## src/rtl/bcd_pkg.sv

```systemverilog
// Shared BCD definitions: converter FSM states, nibble width and the
// leading-zero blank mask used by this converter and the display drivers.
package bcd_pkg;

  typedef enum logic [0:0] {
    ST_IDLE  = 1'b0,
    ST_SHIFT = 1'b1
  } state_e;

  localparam int BCD_NIBBLE_W = 4;
  localparam int MAX_DIGITS   = 8;
  localparam int BCD_MAX_W    = BCD_NIBBLE_W * MAX_DIGITS;

  // Bit i is set when i > 0 and every digit from i up to the top is zero,
  // so a value always shows at least its ones digit.
  function automatic logic [MAX_DIGITS-1:0] blank_mask(
    input logic [BCD_MAX_W-1:0] bcd,
    input int                   digits
  );
    logic [MAX_DIGITS-1:0] m;
    logic                  zero_above;
    m          = '0;
    zero_above = 1'b1;
    for (int i = MAX_DIGITS - 1; i > 0; i--) begin
      if (i < digits) begin
        zero_above = zero_above && (bcd[BCD_NIBBLE_W*i +: BCD_NIBBLE_W] == '0);
        m[i]       = zero_above;
      end
    end
    return m;
  endfunction

endpackage

```

## src/rtl/bcd_add3.sv

```systemverilog
// Double-dabble digit correction: a BCD nibble of 5 or more gets +3 so the
// following left shift carries correctly into the next decimal digit.
module bcd_add3
  import bcd_pkg::*;
(
  input  logic [BCD_NIBBLE_W-1:0] d_i,
  output logic [BCD_NIBBLE_W-1:0] q_o
);

  assign q_o = (d_i >= 4'd5) ? d_i + 4'd3 : d_i;

endmodule

```

## src/rtl/bin_to_bcd_seq.sv

```systemverilog
// Sequential binary-to-BCD converter, one shift-and-add-3 step per clock,
// with held packed-BCD outputs and a leading-zero blank mask.
module bin_to_bcd_seq
  import bcd_pkg::*;
#(
  parameter int BIN_W  = 8,
  parameter int DIGITS = 3
) (
  input  logic                       clk,
  input  logic                       rst_n,
  input  logic                       in_valid,
  output logic                       in_ready,
  input  logic [BIN_W-1:0]           in_value,
  output logic [BCD_NIBBLE_W*DIGITS-1:0] out_bcd,
  output logic [DIGITS-1:0]          out_blank,
  output logic                       out_valid,
  output logic                       busy
);

  localparam int ACC_W = BCD_NIBBLE_W * DIGITS;
  localparam int CNT_W = (BIN_W > 1) ? $clog2(BIN_W) : 1;
  localparam logic [DIGITS-1:0] BLANK_RST = DIGITS'(blank_mask('0, DIGITS));

  if ((DIGITS > MAX_DIGITS) || (10**DIGITS < 2**BIN_W)) begin : g_param_check
    $error("bin_to_bcd_seq: DIGITS=%0d cannot hold BIN_W=%0d", DIGITS, BIN_W);
  end

  state_e            state_q, state_d;
  logic [CNT_W-1:0]  cnt_q, cnt_d;
  logic [ACC_W-1:0]  acc_q, acc_d;
  logic [BIN_W-1:0]  bin_q, bin_d;
  logic [ACC_W-1:0]  out_bcd_q, out_bcd_d;
  logic [DIGITS-1:0] out_blank_q, out_blank_d;
  logic              out_valid_q, out_valid_d;

  logic [ACC_W-1:0]  acc_corr;
  logic [ACC_W-1:0]  acc_shl;

  for (genvar g = 0; g < DIGITS; g++) begin : g_add3
    bcd_add3 u_add3 (
      .d_i (acc_q[g*BCD_NIBBLE_W +: BCD_NIBBLE_W]),
      .q_o (acc_corr[g*BCD_NIBBLE_W +: BCD_NIBBLE_W])
    );
  end

  // Corrected accumulator shifted left, pulling in the next binary MSB.
  assign acc_shl = {acc_corr[ACC_W-2:0], bin_q[BIN_W-1]};

  assign in_ready  = (state_q == ST_IDLE);
  assign busy      = (state_q == ST_SHIFT);
  assign out_bcd   = out_bcd_q;
  assign out_blank = out_blank_q;
  assign out_valid = out_valid_q;

  always_comb begin
    state_d     = state_q;
    cnt_d       = cnt_q;
    acc_d       = acc_q;
    bin_d       = bin_q;
    out_bcd_d   = out_bcd_q;
    out_blank_d = out_blank_q;
    out_valid_d = 1'b0;
    case (state_q)
      ST_IDLE: begin
        if (in_valid) begin
          bin_d   = in_value;
          acc_d   = '0;
          cnt_d   = CNT_W'(BIN_W - 1);
          state_d = ST_SHIFT;
        end
      end
      ST_SHIFT: begin
        acc_d = acc_shl;
        bin_d = {bin_q[BIN_W-2:0], 1'b0};
        cnt_d = cnt_q - CNT_W'(1);
        if (cnt_q == '0) begin
          cnt_d       = '0;
          out_bcd_d   = acc_shl;
          out_blank_d = DIGITS'(blank_mask(BCD_MAX_W'(acc_shl), DIGITS));
          out_valid_d = 1'b1;
          state_d     = ST_IDLE;
        end
      end
      default: state_d = ST_IDLE;
    endcase
  end

  always_ff @(posedge clk or negedge rst_n) begin
    if (!rst_n) begin
      state_q     <= ST_IDLE;
      cnt_q       <= '0;
      acc_q       <= '0;
      bin_q       <= '0;
      out_bcd_q   <= '0;
      out_blank_q <= BLANK_RST;
      out_valid_q <= 1'b0;
    end else begin
      state_q     <= state_d;
      cnt_q       <= cnt_d;
      acc_q       <= acc_d;
      bin_q       <= bin_d;
      out_bcd_q   <= out_bcd_d;
      out_blank_q <= out_blank_d;
      out_valid_q <= out_valid_d;
    end
  end

endmodule

```

## config.mk

```make
export PLATFORM = sky130hd
export DESIGN_NAME = bin_to_bcd_seq
export DESIGN_NICKNAME = d
export VERILOG_FILES = /design/src/rtl/bcd_pkg.sv /design/src/rtl/bcd_add3.sv /design/src/rtl/bin_to_bcd_seq.sv
export SDC_FILE = /design/constraint.sdc
export NUM_CORES = 1
export LEC_CHECK = 0
export ABC_AREA = 0
export ABC_CLOCK_PERIOD_IN_PS = 1550
export BUFFER_PORTS_ARGS = -buffer_cell sky130_fd_sc_hd__buf_2
export CAP_MARGIN = 20
export CELL_PAD_IN_SITES_DETAIL_PLACEMENT = 1
export CELL_PAD_IN_SITES_GLOBAL_PLACEMENT = 2
export CORE_ASPECT_RATIO = 0.6
export CORE_MARGIN = 3
export CORE_UTILIZATION = 32
export DETAILED_ROUTE_END_ITERATION = 8
export PLACE_DENSITY = 0.84
export SLEW_MARGIN = 5
export SYNTH_ARGS = -nofsm -noshare
export SYNTH_HDL_FRONTEND = slang
export SYNTH_SLANG_ARGS = --single-unit
export TNS_END_PERCENT = 100
```

## constraint.sdc

```tcl
create_clock -name clk -period 1.55 [get_ports clk]
set_input_delay 0.155 -clock clk [delete_from_list [all_inputs] [get_ports clk]]
set_output_delay 0.155 -clock clk [all_outputs]
set_load 0.05 [all_outputs]
```

==> impl_metrics.env, run 1 <==
export IMPL_vias=1527
export IMPL_final_hold_viol_count=0
export IMPL_powerDensity_nw_per_um2=2300
export IMPL_final_fill_count=637
export IMPL_skew_ps=8.08
export IMPL_netlist_instances=189
export IMPL_coreArea_um2=5700
export IMPL_r2r_start="acc_q[4]"
export IMPL_max_cap_violations=0
export IMPL_cp_max_fo=4
export IMPL_drt_total_wl_um=4920
export IMPL_final_cell_area_um2=2560
export IMPL_holdPathEnd="bin_q[0]"
export IMPL_crit_type="reg -> reg"
export IMPL_finalPower_mw=5.88
export IMPL_p_leak_nw=1.22
export IMPL_avgSynthCellArea_um2=10.2
export IMPL_worstPathArrival_ps=1770
export IMPL_portBuffers=27
export IMPL_rr_worst_depth=6
export IMPL_grt_usage_pct=15.5
export IMPL_yosysSeqAreaShare_pct=50.7
export IMPL_final_common_cell="dfrtp_1"
export IMPL_dieArea_um2=7030
export IMPL_status="finished, violations left"
export IMPL_grt_overflow=0
export IMPL_start_util_pct=33.8
export IMPL_syn_nets=208
export IMPL_cts_buffers=5
export IMPL_setup_slack_ps=-9.79
export IMPL_slew_viol_final=0
export IMPL_violations="negative setup slack"
export IMPL_cp_required_ps=1760
export IMPL_nets=260
export IMPL_rsz0062_at_grt="true"
export IMPL_grt_pass1_vias=1669
export IMPL_syn2layout_area_growth_pct=32.7
export IMPL_ys_seq_elements=39
export IMPL_antenna_found_initial=0
export IMPL_cts_max_path_buffers=2
export IMPL_grt_first_pass_wirelength_um=8310
export IMPL_dp_hpwl_um=3470
export IMPL_hp_class="in -> reg"
export IMPL_netlist_area_um2=1930
export IMPL_tritoncts="yes"
export IMPL_period_share_pct=101
export IMPL_final_util_pct=44.9
export IMPL_drt_iter0_drc=46
export IMPL_hold_path_depth=3
export IMPL_cts_root_buf="clkbuf_8"
export IMPL_finalCriticalPeriod_ps=1560
export IMPL_rows=21
export IMPL_start_kind="register"
export IMPL_post_synth_num_cell_types=36
export IMPL_drtAntennaViolNets=0
export IMPL_r2r_end="out_blank[1]"
export IMPL_cts_htree_levels=2
export IMPL_yosys_warnings=0
export IMPL_wl_per_cell_um=15.3
export IMPL_grt_max_degree=40
export IMPL_finalWeightedCongestion=0.785
export IMPL_clk_pin_slew_ps=80
export IMPL_clkSinkCount=39
export IMPL_via_per_inst=4.74
export IMPL_final_cell_mix="33 x dfrtp_1, 28 x nand2_1, 26 x buf_2"
export IMPL_drcViolationCount=0
export IMPL_vdd_drop_max_mv=0.790
export IMPL_die_y_um=66.1
export IMPL_drt_pass1_iterations=4
export IMPL_num_antenna_cells=0
export IMPL_endpoint_kind="register"
export IMPL_die_x_um=106
export IMPL_ioPinCount=29
export IMPL_insertion_delay_ps=300
export IMPL_setup_viol=1
export IMPL_final_layout_size_suffix_gt1_share_pct=39.7
export IMPL_placed_cell_area_um2=2350
export IMPL_hp_start="in_value[0]"
export IMPL_r2r_slack_ps=-10
export IMPL_fmax_ghz=0.641
-- Yosys cell counts --
cell type | n | share of area (%)
dfrtp_1 | 37 | 48
nand2_1 | 29 | 5.6
o21ai_0 | 21 | 5.4
mux2i_1 | 12 | 6.2
inv_1 | 10 | 1.9
ha_1 | 8 | 5.2
a21oi_1 | 7 | 1.8
nor2_1 | 7 | 1.4
o22ai_1 | 6 | 1.9
clkbuf_1 | 5 | 0.97
mux2_2 | 5 | 2.9
nand2b_1 | 5 | 1.6
a21o_1 | 4 | 1.6
and3_1 | 3 | 0.97
nor3b_1 | 3 | 1.2
xnor2_1 | 3 | 1.4
and2_1 | 2 | 0.65
buf_2 | 2 | 0.52
dfstp_2 | 2 | 2.7
o211ai_1 | 2 | 0.78
a2111oi_4 | 1 | 1.4
a32o_1 | 1 | 0.52
buf_1 | 1 | 0.19
buf_4 | 1 | 0.39
clkinv_1 | 1 | 0.19
conb_1 | 1 | 0.19
nand3_1 | 1 | 0.26
nand3b_1 | 1 | 0.39
nor3_1 | 1 | 0.26
o211ai_2 | 1 | 0.65
o21a_1 | 1 | 0.39
o31ai_1 | 1 | 0.39
o41ai_2 | 1 | 0.84
or2_1 | 1 | 0.32
or3_1 | 1 | 0.32
or3b_1 | 1 | 0.45
-- registers in the layout (all words and copies together) (netlist names) --
register / count
busy: 1
acc_q: 12
bin_q: 8
out_blank: 2
out_valid: 1
out_bcd: 12
cnt_q: 3
-- cell type report --
type / count / area [um^2] / share of cell area [%]
Multi-Input combinational cell: 130 / 995 / 38.9
Sequential cell: 39 / 983 / 38.4
Timing Repair Buffer: 54 / 355 / 13.9
Tap cell: 80 / 100 / 3.91
Clock buffer: 7 / 76.3 / 2.98
Inverter: 11 / 45.0 / 1.76
Clock inverter: 1 / 5.00 / 0.196
-- through the flow --
stage          setup TNS, ps  std cells  setup WS (ps)  hold slack [ps]
2_1_floorplan              0        189           25.0             -141
3_3_place_gp               0        311           17.8              144
3_5_place_dp            -453        311          -89.3              144
4_1_cts                -17.5        321          -13.4              107
5_1_grt                 -249        322          -87.9              153
6_report               -9.79        322          -9.79              106
-- cell families after synthesis --
kind of cell | Yosys count | share of synthesized area [%]
xor gates and xnor gates | 3 | 1.36
and+or+nand+nor | 55 | 13.4
muxes | 17 | 9.14
adders and majority gates | 8 | 5.19
DFF | 39 | 50.7
buffers and inverters | 20 | 4.22
AOI/OAI and AO/OA | 46 | 15.8
other | 1 | 0.194
-- power breakdown --
group,switching (mW),internal (mW)
registers,0.353,1.47
logic,1.99,1.38
clock network,0.366,0.316
-- worst max path at each step --
stage / startpoint / end / slack [ps] / cells after the start
6_report: acc_q[4] / out_blank[1] / -10 / 6
5_1_grt: acc_q[0] / out_blank[1] / -90 / 6
4_1_cts: acc_q[0] / out_blank[1] / -10 / 5
3_5_place_dp: acc_q[4] / acc_q[8] / -90 / 6
3_3_place_gp: acc_q[8] / out_blank[1] / 20 / 6
2_1_floorplan: acc_q[4] / acc_q[8] / 30 / 6
-- worst max-delay path, cell delays in order, from the launching register on --
cell and delay, ps:
dfrtp_2 460, inv_2 100, ha_4 160, nor3b_1 60, a21oi_1 210, nand3b_1 160, o41ai_2 320
-- repair_timing --
| item | in CTS | in global routing |
|---|---|---|
| endpoints found under the hold margin | 37 | 0 |
| buffers inserted | 1 | 1 |
| setup endpoints to repair | 16 | 18 |
| pin swaps | 1 | 3 |
| hold buffers | 1 | 0 |
| resized for setup | 9 | 23 |
-- metal layers --
metal  GRT usage [%]  vias up  wire, um  part of all wire [%]
met5               0        -         0                     0
met4            5.33        0        72                   1.5
met3            4.00        8       166                   3.4
met2            24.8       23      2200                    45
met1            20.5      748      2480                    50
li1                -      748         -                     -
(Power assumes the default switching activity.)
==> inputs of run 2 (changes only) <==
--- a/config.mk
+++ b/config.mk
@@ -16,6 +16,7 @@
 export CORE_UTILIZATION = 32
 export DETAILED_ROUTE_END_ITERATION = 8
 export PLACE_DENSITY = 0.84
+export SKIP_LAST_GASP = 1
 export SLEW_MARGIN = 5
 export SYNTH_ARGS = -nofsm -noshare
 export SYNTH_HDL_FRONTEND = slang
==> run 2 against run 1 <==
The flow still finishes with violations (negative setup slack); global-route usage unchanged; sequential share of layout area up 0.15 points; routed wire length about the same; worst hold slack about the same; clock skew up 1.1 ps; sequential power about the same; setup slack worse by 5.8 ps; final area down 0.39%; critical path type unchanged; largest cell class unchanged; highest routed layer unchanged.
==> impl_metrics.env, run 2 (synthesis results as in run 1) <==
export IMPL_status="finished, violations left"
export IMPL_violations="negative setup slack"
export IMPL_max_cap_violations=0
export IMPL_start_util_pct=33.8
export IMPL_final_hold_viol_count=0
export IMPL_grtUsageMet2_pct=24.8
export IMPL_p_leak_nw=1.22
export IMPL_cp_required_ps=1760
export IMPL_fmax_ghz=0.639
export IMPL_clkSinkCount=39
export IMPL_grtUsageMet3_pct=4.00
export IMPL_clk_pin_slew_ps=80
export IMPL_drtAntennaViolNets=0
export IMPL_r2r_slack_ps=-20
export IMPL_period_share_pct=101
export IMPL_whs_ps=106
export IMPL_dieArea_um2=7030
export IMPL_r2r_end="out_blank[1]"
export IMPL_grt_pass1_vias=1669
export IMPL_grt_max_degree=40
export IMPL_hp_class="in -> reg"
export IMPL_rr_worst_depth=6
export IMPL_final_cell_mix="33 x dfrtp_1, 28 x nand2_1, 26 x buf_2"
export IMPL_drt_pass1_iterations=4
export IMPL_cts_buffers=5
export IMPL_setup_viol=1
export IMPL_finalCriticalPeriod_ps=1570
export IMPL_wl_per_cell_um=15.3
export IMPL_endpoint_kind="register"
export IMPL_drcViolationCount=0
export IMPL_antenna_found_initial=0
export IMPL_syn2layout_area_growth_pct=32.2
export IMPL_rsz0062_at_grt="true"
export IMPL_coreArea_um2=5700
export IMPL_place_inst=311
export IMPL_grt_usage_pct=15.5
export IMPL_num_antenna_cells=0
export IMPL_die_y_um=66.1
export IMPL_ioPinCount=29
export IMPL_drt_iter0_drc=49
export IMPL_die_x_um=106
export IMPL_cts_htree_levels=2
export IMPL_powerDensity_nw_per_um2=2300
export IMPL_pre_cts_slack_ps=-89.3
export IMPL_start_kind="register"
export IMPL_r2r_start="acc_q[4]"
export IMPL_final_common_cell="dfrtp_1"
export IMPL_rows=21
export IMPL_tritoncts="yes"
export IMPL_placed_cell_area_um2=2350
export IMPL_cts_max_path_buffers=2
export IMPL_grt_busiest_layer="met2"
export IMPL_nets=260
export IMPL_final_layout_size_suffix_gt1_share_pct=39.7
export IMPL_grt_first_pass_wirelength_um=8310
export IMPL_final_cell_area_um2=2550
export IMPL_fin_cells=322
export IMPL_cp_max_fo=4
export IMPL_portBuffers=27
export IMPL_met1_usage_pct=20.5
export IMPL_grt_overflow=0
export IMPL_drt_total_wl_um=4920
export IMPL_vdd_drop_max_mv=0.789
export IMPL_slew_viol_final=0
export IMPL_crit_type="reg -> reg"
export IMPL_vias=1527
export IMPL_cts_root_buf="clkbuf_8"
export IMPL_skew_ps=9.20
export IMPL_finalWeightedCongestion=0.785
export IMPL_holdPathEnd="bin_q[0]"
export IMPL_setup_slack_ps=-15.6
export IMPL_hp_start="in_value[0]"
export IMPL_insertion_delay_ps=300
export IMPL_hold_path_depth=3
export IMPL_finalPower_mw=5.87
export IMPL_via_per_inst=4.74
export IMPL_worstPathArrival_ps=1780
export IMPL_dp_hpwl_um=3470
==> run 2: cell count changes in the layout (fill, tap and decap cells not counted) <==
cell | before | now
ha_2 | 1 | 2
o21ai_0 | 16 | 17
o21ai_1 | 5 | 4
ha_4 | 4 | 3
==> run 2: per-stage QoR <==
step	util, %	TNS [ps]
after floorplan	-	0
after global placement	41.1	0
after detailed placement	41.1	-453
after CTS	43.4	-17.5
after global routing	44.7	-299
final	44.7	-15.6
==> run 2: what timing repair did <==
action / 4_1_cts / 5_1_grt
hold endpoints to repair: 37 / 0
hold buffers: 1 / 0
gates resized for setup: 9 / 21
endpoints found under the setup margin: 16 / 18
setup buffers: 1 / 1
pin swaps: 1 / 2
==> run 2: area by class of cell <==
cell class                 instances  area (um^2)
clock inverter                     1         5.00
tap                               80          100
sequential                        39          983
timing repair buffer              54          355
fill                             638         3150
clock buffer                       7         76.3
inverter                          11         45.0
multi-input combinational        130          985
==> run 2: how the worst max path moves through the flow <==
stage                   from      endpoint  slack [ps]
CTS                 acc_q[0]  out_blank[1]         -10
detailed placement  acc_q[4]      acc_q[8]         -90
global route        acc_q[4]  out_blank[1]         -90
finish              acc_q[4]  out_blank[1]         -20
global placement    acc_q[8]  out_blank[1]          20
floorplan           acc_q[4]      acc_q[8]          30
==> run 2: per-layer routing <==
layer	part of all wire, %	routed length (um)	vias up
li1	-	-	747
met1	50	2480	749
met2	45	2200	23
met3	3.4	166	8
met4	1.5	72	0
met5	0	0	-
==> run 2: worst max-delay path, stage by stage, from the launching register on <==
cell      delay [ps]
dfrtp_2          450
inv_2            100
ha_4             160
nor3b_1           60
a21oi_1          210
nand3b_1         170
o41ai_2          320
==> run 2: power by group <==
group	internal, mW	leakage, nW	switching, mW
logic	1.38	0.683	1.98
registers	1.47	0.490	0.350
clock network	0.316	0.0422	0.368
total	3.16	1.22	2.70
